**config.mk**
```make
export PLATFORM = sky130hd
export DESIGN_NAME = pwm_cmd_ctrl
export DESIGN_NICKNAME = d
export VERILOG_FILES = /design/src/rtl/pwm_cmd_ctrl.sv
export SDC_FILE = /design/constraint.sdc
export NUM_CORES = 1
export LEC_CHECK = 0
export BUFFER_PORTS_ARGS = -buffer_cell sky130_fd_sc_hd__buf_2
export CORE_AREA = 10 10 81 111
export DETAILED_ROUTE_END_ITERATION = 8
export DIE_AREA = 0 0 91 121
export GPL_TIMING_DRIVEN = 0
export HOLD_SLACK_MARGIN = 0.08
export SLEW_MARGIN = 10
export SYNTH_ARGS = -nofsm -noshare
export SYNTH_HDL_FRONTEND = slang
export SYNTH_SLANG_ARGS = --single-unit
```
**constraint.sdc**
```tcl
create_clock -name i_clk -period 2.8 [get_ports i_clk]
set_input_delay 0.14 -clock i_clk [delete_from_list [all_inputs] [get_ports i_clk]]
set_output_delay 0.14 -clock i_clk [all_outputs]
set_load 0.05 [all_outputs]
```
**src/rtl/pwm_cmd_ctrl.sv**
```systemverilog
// pwm_cmd_ctrl: decodes I2C write frames (command byte + data byte) into double-buffered PWM settings
// Ports: i_clk clock; i_rst sync active-low reset; i_frame_start/i_byte_valid/i_rx_byte/i_frame_stop
// receiver byte stream; o_pwm_out registered PWM; o_cmd_err one-cycle reject pulse;
// o_busy frame open; o_duty_active duty currently driving the output.
module pwm_cmd_ctrl #(
  parameter logic [7:0] CMD_DUTY  = 8'hAB,
  parameter logic [7:0] CMD_PRESC = 8'hAC,
  parameter logic [7:0] CMD_CTRL  = 8'hAD,
  parameter logic [7:0] DUTY_RST  = 8'h00,
  parameter logic [7:0] PRESC_RST = 8'h00
) (
  input  logic       i_clk,
  input  logic       i_rst,
  input  logic       i_frame_start,
  input  logic       i_byte_valid,
  input  logic [7:0] i_rx_byte,
  input  logic       i_frame_stop,
  output logic       o_pwm_out,
  output logic       o_cmd_err,
  output logic       o_busy,
  output logic [7:0] o_duty_active
);
  typedef enum logic [1:0] {IDLE, CMD, DATA, EXTRA} state_t;
  state_t r_state, w_state_b, w_state_nx;
  logic [7:0] r_cmd, r_dat, w_cmd_b, w_dat_b, w_cmd_nx, w_dat_nx;
  logic r_ovf, w_ovf_b, w_ovf_nx, w_known, w_commit, w_err, w_restart;
  logic [7:0] r_duty_pend, r_duty_act, r_presc_pend, r_presc_act, r_cnt, r_presc_cnt;
  logic r_en, r_err, r_pwm, w_tick, w_load;
  // The _b signals are the frame context after accepting this cycle's byte, so a stop in
  // the same cycle as the last byte commits with that byte included.
  always_comb begin
    w_state_b  = (i_byte_valid && r_state == CMD) ? DATA :
                 (i_byte_valid && r_state == DATA) ? EXTRA : r_state;
    w_cmd_b    = (i_byte_valid && r_state == CMD) ? i_rx_byte : r_cmd;
    w_dat_b    = (i_byte_valid && r_state == DATA) ? i_rx_byte : r_dat;
    w_ovf_b    = r_ovf || (i_byte_valid && r_state == EXTRA);
    w_known    = w_cmd_b inside {CMD_DUTY, CMD_PRESC, CMD_CTRL};
    w_commit   = i_frame_stop && w_state_b == EXTRA && !w_ovf_b && w_known;
    w_err      = i_frame_stop && w_state_b != IDLE && !w_commit;
    w_restart  = i_frame_start && !i_frame_stop;
    w_state_nx = i_frame_stop ? IDLE : w_restart ? CMD : w_state_b;
    w_cmd_nx   = w_restart ? 8'h00 : w_cmd_b;
    w_dat_nx   = w_restart ? 8'h00 : w_dat_b;
    w_ovf_nx   = !w_restart && w_ovf_b;
  end
  always_ff @(posedge i_clk) begin
    if (!i_rst) begin
      r_state <= IDLE;
      r_cmd   <= 8'h00;
      r_dat   <= 8'h00;
      r_ovf   <= 1'b0;
    end else begin
      r_state <= w_state_nx;
      r_cmd   <= w_cmd_nx;
      r_dat   <= w_dat_nx;
      r_ovf   <= w_ovf_nx;
    end
  end
  // Active settings follow pending ones at each period wrap, or continuously while disabled.
  assign w_tick = r_presc_cnt == r_presc_act;
  assign w_load = !r_en || (w_tick && r_cnt == 8'hFF);
  always_ff @(posedge i_clk) begin
    if (!i_rst) begin
      r_duty_pend  <= DUTY_RST;
      r_duty_act   <= DUTY_RST;
      r_presc_pend <= PRESC_RST;
      r_presc_act  <= PRESC_RST;
      r_en         <= 1'b1;
      r_cnt        <= 8'h00;
      r_presc_cnt  <= 8'h00;
      r_err        <= 1'b0;
      r_pwm        <= 1'b0;
    end else begin
      r_err <= w_err;
      if (w_commit && w_cmd_b == CMD_DUTY) r_duty_pend <= w_dat_b;
      if (w_commit && w_cmd_b == CMD_PRESC) r_presc_pend <= w_dat_b;
      if (w_commit && w_cmd_b == CMD_CTRL) r_en <= w_dat_b[0];
      if (w_load) begin
        r_duty_act  <= r_duty_pend;
        r_presc_act <= r_presc_pend;
      end
      r_presc_cnt <= (!r_en || w_tick) ? 8'h00 : r_presc_cnt + 8'h01;
      r_cnt       <= !r_en ? 8'h00 : w_tick ? r_cnt + 8'h01 : r_cnt;
      r_pwm       <= r_en && (r_cnt < r_duty_act);
    end
  end
  assign o_pwm_out     = r_pwm;
  assign o_cmd_err     = r_err;
  assign o_busy        = r_state != IDLE;
  assign o_duty_active = r_duty_act;
endmodule

```
==> qor.yml, run 1 <==
status: "complete, no violations"
clockPowerShare_pct: 42.3
p_switching_mw: 0.419
portBuffers: 22
use_met3_pct: 4.02
worst_slew_pin_slew_ns: 0.593
io_pins: 24
antenna_cells: 0
fmax_mhz: 508
grt_max_degree: 12
wl_per_cell_um: 12.8
yosysTopAreaCellShare_pct: 46.5
firstDrtPassIters: 4
antenna_found_initial: 0
place.gp.congestion: 0.814
total_leakage_power_nw: 1.37
comb_power_share_pct: 5.0
post-route-drc-count: 0
r2r-start: "r_presc_cnt[0]"
postSynthAreaPerCell_um2: 8.90
rr_worst_depth: 6
die_area_um2: 11000
switching_share_pct: 21.9
p_int_mw: 1.50
cpMaxStageDelayCell: "o31ai_2"
path_max_fanout: 10
grt_pass1_wl_mm: 11.0
ir_worst_vdd_v: 0.000363
cts_setup_buffers: 0
yosys_warnings: 0
numCtsBuffers: 9
n_fill_cell: 700
rsz0062_at_grt: "false"
holdCritPathClass: "input port to register"
htreeDepth: 3
finalPower_mw: 1.92
crit_type: "register to register"
reg2reg_to: "o_duty_active[0]"
hold_viol_final: 0
nNetsFinal: 403
grt.busiest_layer: "met2"
vias: 2362
place_worst_setup_slack_ns: 0.800
hpwl_mm: 4.75
ant_nets: 0
slew_violations: 0
start_kind: "register"
clk_latency_ns: 0.34
ff2ff_setup_slack_ns: 0.83
core_area_um2: 6940
area_growth_pct: 17.2
grt_overflow_total: 0
yosys.area.top_type: "dfxtp_1"
start_util_pct: 43.5
hold-path-endpoint: "r_ovf"
synth.net_count: 361
drive_above_1_share_pct: 13.5
wirelength_mm: 6.18
grt_pass1_vias: 2392
ys_types: 40
synth_edf_count: 0
fin_skew_ns: 0.0104
vias_per_cell: 4.91
cts_root_buf: "clkbuf_8"
hold_ws_ns: 0.200
worst_slack_ns: 0.832
relSlewSlack_pct: 60.2
yosysSeqAreaShare_pct: 46.5
hp-start: "i_byte_valid"
syn_inst: 339
synth_flop_cell: "dfxtp_1"
seqPwrFrac_pct: 52.7
worstPathArrival_ns: 2.23
die_x_um: 91
syn_area_um2: 3020
period_needed_ns: 1.97
cts.sinks: 70
chipHeight_um: 121
clk_pin_slew_ns: 0.07
end_kind: "register"
crit_required_ns: 3.06
drv_cap: 0
rows: 36
fin_setup_tns_ns: 0
synthArstFlopShare_pct: 0
cp_cell_sequence: "xnor2_1, nand4_1, o31ai_2, buf_2, nand3_1, o21ai_1"
synth.area.top_cells: "dfxtp_1, mux2i_1, nand2_1"
grtUsageTotal_pct: 12.2
ys_ff_latch: 70
initialDrtViolationCount: 78
globalRouteMet2Util_pct: 21.9
final-setup-viol-count: 0
post_cts_resized: 0
grt_use_met1_pct: 12.8
finalCritPeriodShare_pct: 70.3
cts_max_path_buffers: 2
slowest_delay_ns: 0.51
min_path_cells: 3
power.density_nw_per_um2: 542
cts_tree: "yes"
Yosys cell counts (3+ instances only):
| master | count |
|---|---|
| nor4_1 | 5 |
| mux2i_1 | 20 |
| o21ai_1 | 20 |
| a21oi_1 | 12 |
| nor2b_1 | 7 |
| ha_1 | 9 |
| o21ai_0 | 5 |
| xnor2_1 | 19 |
| nand2b_1 | 9 |
| buf_2 | 7 |
| dfxtp_1 | 70 |
| inv_1 | 12 |
| clkbuf_1 | 8 |
| nand3_1 | 29 |
| nand2_1 | 45 |
| nor3_1 | 3 |
| nor2_1 | 27 |
| xor2_1 | 3 |
| nand4_1 | 3 |
metal layers:
layer  vias to the layer above  routed length [µm]
li1                       1233                   -
met5                         -                   0
met2                        27                3220
met3                         6                 196
met4                         0                  76
met1                      1096                2680
final cells by class:
class	instances	area [µm²]	share of cell area, %
repair buffers	31	200	5.66
multi-input cells	240	1490	42.0
inverters	12	45.0	1.27
clock buffers	12	155	4.39
plain buffers	17	83.8	2.37
flip-flops and latches	70	1400	39.6
well taps	95	119	3.36
clock inverters	4	45.0	1.27
cell families (layout without fill, tap and decap cells):
family                     count (synthesis)  in the layout  share of synthesized area [%]
DFF                                       70             70                           46.5
xor gates and xnor gates                  22             22                           6.39
muxes                                     22             22                           7.38
AOI/OAI and AO/OA                         45             45                           8.34
and+or+nand+nor                          142            142                           23.4
buffers and inverters                     29             76                           4.27
adders and majority gates                  9              9                           3.73
worst max path at each step:
stage,from,to,slack (ns),cells past startpoint
6_report,r_presc_cnt[0],o_duty_active[0],0.83,6
5_1_grt,r_presc_cnt[0],o_duty_active[4],0.60,6
4_1_cts,r_cmd[5],r_duty_pend[0],0.79,5
3_5_place_dp,r_cmd[5],r_duty_pend[0],0.80,5
3_3_place_gp,r_cmd[5],r_duty_pend[0],0.84,5
2_1_floorplan,o_duty_active[6],o_pwm_out,1.12,4
repair_timing:
action,in CTS,in global routing
endpoints found under the setup margin,0,0
endpoints found under the hold margin,15,0
hold buffers,9,0
state kept, by name (all words and copies together), names as in the netlist:
name and cells:
o_cmd_err 1, o_duty_active 8, o_pwm_out 1, r_cmd 8, r_cnt 8, r_dat 8, r_duty_pend 8, r_en 1
r_ovf 1, r_presc_act 8, r_presc_cnt 8, r_presc_pend 8, r_state 2
placed cells by master, fill, tap and decap left out, types with 5 or more instances in the layout:
| master | synthesis | routed |
|---|---|---|
| a21oi_1 | 12 | 12 |
| buf_2 | 7 | 29 |
| clkbuf_1 | 8 | 9 |
| clkbuf_8 | 0 | 11 |
| dfxtp_1 | 70 | 70 |
| dlygate4sd3_1 | 0 | 9 |
| ha_1 | 9 | 9 |
| inv_1 | 12 | 12 |
| mux2i_1 | 20 | 20 |
| nand2_1 | 45 | 45 |
| nand2b_1 | 9 | 9 |
| nand3_1 | 29 | 29 |
| nor2_1 | 27 | 27 |
| nor2b_1 | 7 | 7 |
| nor4_1 | 5 | 5 |
| o21ai_0 | 5 | 5 |
| o21ai_1 | 20 | 20 |
| xnor2_1 | 19 | 19 |
power groups by stage:
stage	Combinational, mW	Clock [mW]	Sequential, mW
final	0.0962	0.811	1.01
after global routing	0.108	0.879	1.01
after CTS	0.0978	0.837	1.01
after detailed placement	0.0881	0	1.03
after global placement	0.0874	0	1.03
after floorplan	0.0528	0	1.04
worst max-delay path: cells and delay by family, from the launching register on:
family / cells / cell delay, ns
compound gates: 2 / 0.60
simple gates: 2 / 0.47
xor+xnor: 1 / 0.16
flops: 1 / 0.38
buf+inv: 1 / 0.29
metrics by stage:
step	utilization [%]	instances	cell area (µm²)
2_1_floorplan	-	339	3020
3_3_place_gp	46.8	456	3250
3_5_place_dp	46.8	456	3250
4_1_cts	51.0	481	3540
5_1_grt	51.0	481	3540
6_report	51.0	481	3540
Note: power is estimated with default switching activity, not from simulation.
==> run 2: changes to the inputs <==
- clock period: 2.8 -> 1.7 ns (I/O delays scaled with it)
==> run 2 against run 1 <==
The run now ends with setup timing left. Maximum frequency up 14%. Critical path type unchanged. Clock power up 65%. Sequential share of layout area down 3.6 points. Critical path depth up 2. Sequential power up 64%. Flip-flop and latch count unchanged. Combinational power up 94%.
==> qor.yml, run 2 (synthesis gave the netlist of run 1 again) <==
io_pins: 24
power.density_nw_per_um2: 810
post-route-drc-count: 0
holdCritPathClass: "input port to register"
drive_above_1_share_pct: 26.5
final_common_cell: "dfxtp_1"
start_util_pct: 43.5
drv_cap: 0
antenna_cells: 0
p_switching_mw: 0.710
clk_latency_ns: 0.34
hpwl_mm: 4.75
die_x_um: 91
highest_layer: "met4"
crit_type: "register to register"
fin_setup_tns_ns: -0.0573
status: "complete, but fails checks"
comb_power_share_pct: 5.8
grt_max_degree: 12
wl_met2_mm: 3.68
slowest_delay_ns: 0.40
portBuffers: 22
cpLargestDelayFamily: "simple AND/OR/NAND/NOR gates"
grt_pass1_vias: 2558
vias_per_cell: 4.97
grt_pass1_wl_mm: 11.7
worst_slew_pin_slew_ns: 0.587
vias: 2480
cp_cell_sequence: "ha_4, nand2_4, or3_4, o31ai_4, buf_6, buf_6, nand3_1, o21ai_1"
switching_share_pct: 22.2
hold_ws_ns: 0.129
nNetsFinal: 421
grtUsageTotal_pct: 12.9
fin_skew_ns: 0.0108
slew_violations: 0
firstDrtPassIters: 4
cts_max_path_buffers: 2
grt_overflow_total: 0
area_growth_pct: 30.7
wl_met3_um: 194
p_int_mw: 2.48
place.gp.congestion: 0.814
fmax_mhz: 581
cts_root_buf: "clkbuf_8"
period_needed_ns: 1.72
relSlewSlack_pct: 60.6
rows: 36
finalPower_mw: 3.19
violations: "setup timing"
clk_pin_slew_ns: 0.07
worstPathArrival_ns: 1.99
cts_tree: "yes"
seqPwrFrac_pct: 52.1
ant_nets: 0
clockPowerShare_pct: 42.0
chipHeight_um: 121
numCtsBuffers: 9
total_leakage_power_nw: 1.51
path_max_fanout: 5
wl_met1_mm: 2.86
wirelength_mm: 6.85
start_kind: "register"
path_buf_inv: 2
die_area_um2: 11000
wl_per_cell_um: 13.7
worst_slack_ns: -0.0206
initialDrtViolationCount: 84
rsz0062_at_grt: "true"
cts.sinks: 70
finalCritPeriodShare_pct: 101
crit_top_cell: "buf_6"
ir_worst_vdd_v: 0.000600
core_area_um2: 6940
cpMaxStageDelayCell: "or3_4"
htreeDepth: 3
final-setup-viol-count: 8
final_cell_mix: "dfxtp_1, nand2_1, nor2_1, buf_2, nand3_1"
place_worst_setup_slack_ns: -0.300
antenna_found_initial: 0
crit_required_ns: 1.97
end_kind: "register"
hold_viol_final: 0
==> run 2: routing by layer <==
layer,global-route usage [%],up-vias
met3,4.02,11
li1,-,1268
met2,23.6,32
met5,0,-
met1,13.2,1169
met4,5.60,0
==> run 2: final cells by class <==
type	count	area [µm²]
clock buffer	12	155
fill	647	2990
multi-input combinational	240	1660
clock inverter	4	45.0
sequential	70	1420
timing repair buffer	50	388
buffer	16	114
inverter	12	45.0
tap	95	119
==> run 2: final timing paths <==
path                                    endpoint            from  cells after the start  slack, ns
worst min-delay path                    r_cmd[0]    i_rx_byte[0]                      3       0.13
worst max register to register  o_duty_active[0]        r_cnt[1]                      8      -0.02
worst max-delay path            o_duty_active[0]        r_cnt[1]                      8      -0.02
worst min register to register    r_presc_cnt[0]  r_presc_cnt[0]                      1       0.44
==> run 2: through the flow <==
step	util, %	area (µm²)	instances
2_1_floorplan	-	3020	339
3_3_place_gp	46.8	3250	456
3_5_place_dp	46.8	3250	456
4_1_cts	54.3	3770	495
5_1_grt	56.8	3940	499
6_report	56.8	3940	499
==> run 2: tightest hold or removal path, delay by kind of cell <==
kind,cells,cell delay (ns)
simple gates,1,0.12
buf+inv,1,0.12
mux,1,0.09
==> run 2: power groups by stage <==
stage / registers, mW / logic, mW / clock network [mW]
3_3_place_gp: 1.70 / 0.144 / 0
5_1_grt: 1.67 / 0.208 / 1.44
3_5_place_dp: 1.70 / 0.145 / 0
4_1_cts: 1.66 / 0.176 / 1.38
2_1_floorplan: 1.71 / 0.0869 / 0
6_report: 1.66 / 0.187 / 1.34
==> run 2: what timing repair did <==
action                                 in CTS  in global routing
resized for setup                          31                 40
setup endpoints to repair                  45                 45
hold buffers                               10                  0
endpoints found under the hold margin      17                  0
pin swaps                                   5                 11
gates cloned                                3                  0
buffers inserted                           10                  5
==> run 3: changes to the inputs <==
- REMOVE_ABC_BUFFERS: unset -> 1
==> run 3 against run 2 <==
The flow now finishes without violations. Final area shrank 3.9%. First-iteration DRC count grew 17%. Clock power shrank 10%. Combinational power shrank 11%. Critical path type unchanged. Critical endpoint is now o_duty_active[2]. Via count shrank 3.9%.
==> qor.yml, run 3 (synthesis gave the netlist of run 1 again) <==
final_common_cell: "dfxtp_1"
antenna_found_initial: 0
status: "complete, no violations"
die_x_um: 91
antenna_cells: 0
r2r-start: "r_cnt[1]"
fmax_mhz: 598
finalPower_mw: 3.03
grt_pass1_wl_mm: 10.8
io_pins: 24
drive_above_1_share_pct: 23.8
vias_per_cell: 4.96
area_growth_pct: 25.5
die_area_um2: 11000
final_area_um2: 3790
grt_max_degree: 61
worst_slew_pin_slew_ns: 0.699
crit_type: "register to register"
dp.cells: 441
finalCritPeriodShare_pct: 98.4
core_area_um2: 6940
vias: 2384
hold_viol_final: 0
htreeDepth: 3
holdCritPathClass: "input port to register"
hp-start: "i_rx_byte[0]"
ant_nets: 0
total_leakage_power_nw: 1.45
drv_cap: 0
initialDrtViolationCount: 98
multi_input_area_um2: 1640
final_cell_mix: "dfxtp_1, nand2_1, nor2_1, buf_2"
clk_pin_slew_ns: 0.07
path_max_fanout: 6
place_worst_setup_slack_ns: -0.455
placed_area_um2: 3190
firstDrtPassIters: 4
instances_no_fill: 481
n_fill_cell: 661
cts_root_buf: "clkbuf_8"
grt_pass1_vias: 2361
period_needed_ns: 1.67
start_util_pct: 43.5
startpoint: "r_cnt[1]"
crit_required_ns: 1.98
slew_violations: 0
power.density_nw_per_um2: 801
fin_setup_tns_ns: 0
grtUsageTotal_pct: 12.0
grt_overflow_total: 0
final-setup-viol-count: 0
place.gp.congestion: 0.776
relSlewSlack_pct: 53.4
hpwl_mm: 4.24
finish.utilization_pct: 54.6
clk_latency_ns: 0.34
cts_tree: "yes"
rows: 36
numCtsBuffers: 9
nNetsFinal: 405
worst_slack_ns: 0.0270
wl_per_cell_um: 13.1
start_kind: "register"
fin_skew_ns: 0.00528
post-route-drc-count: 0
seq_area_um2: 1410
rsz0062_at_grt: "true"
wirelength_mm: 6.31
portBuffers: 23
end_kind: "register"
worstPathArrival_ns: 1.95
hold_ws_ns: 0.105
cts.sinks: 70
cts_max_path_buffers: 2
chipHeight_um: 121
ir_worst_vdd_v: 0.000487
-- run 3: timing repair --
action | 4_1_cts | 5_1_grt
setup endpoints to repair | 46 | 42
endpoints found under the hold margin | 17 | 0
cloned | 1 | 1
pin swaps | 4 | 15
gates resized for setup | 12 | 30
buffers inserted | 13 | 2
hold buffers | 10 | 0
-- run 3: path summary, 6_finish.rpt --
path	endpoint	slack, ns	depth (start not counted)
min reg2reg	r_cmd[5]	0.46	2
max reg2reg	o_duty_active[2]	0.03	8
min	r_cmd[0]	0.10	3
max	o_duty_active[2]	0.03	8
-- run 3: worst max-delay path, stage by stage (launching register included) --
cell and delay [ns]:
dfxtp_2 0.36, ha_4 0.15, nand2_4 0.05, or3_4 0.38, o31ai_4 0.18, buf_6 0.16
clkbuf_16 0.15, nand3_2 0.07, o21ai_1 0.10
-- run 3: final cells by class --
type                       instances  area share (%)
multi-input combinational        240            43.2
inverter                          12            1.19
tap                               95            3.14
sequential                        70            37.3
timing repair buffer              50            10.6
clock inverter                     1           0.132
clock buffer                      13            4.46
-- run 3: report_power, final --
| group | internal, mW | switching [mW] |
|---|---|---|
| Clock | 0.631 | 0.569 |
| Combinational | 0.0679 | 0.0977 |
| Sequential | 1.65 | 0.0133 |
-- run 3: routing by layer --
metal / vias up / global-route usage (%) / wire length [µm]
met5: - / 0 / 0
met4: 0 / 7.27 / 182
met3: 14 / 3.65 / 222
met2: 31 / 20.9 / 3270
met1: 1097 / 12.4 / 2640
li1: 1242 / - / -
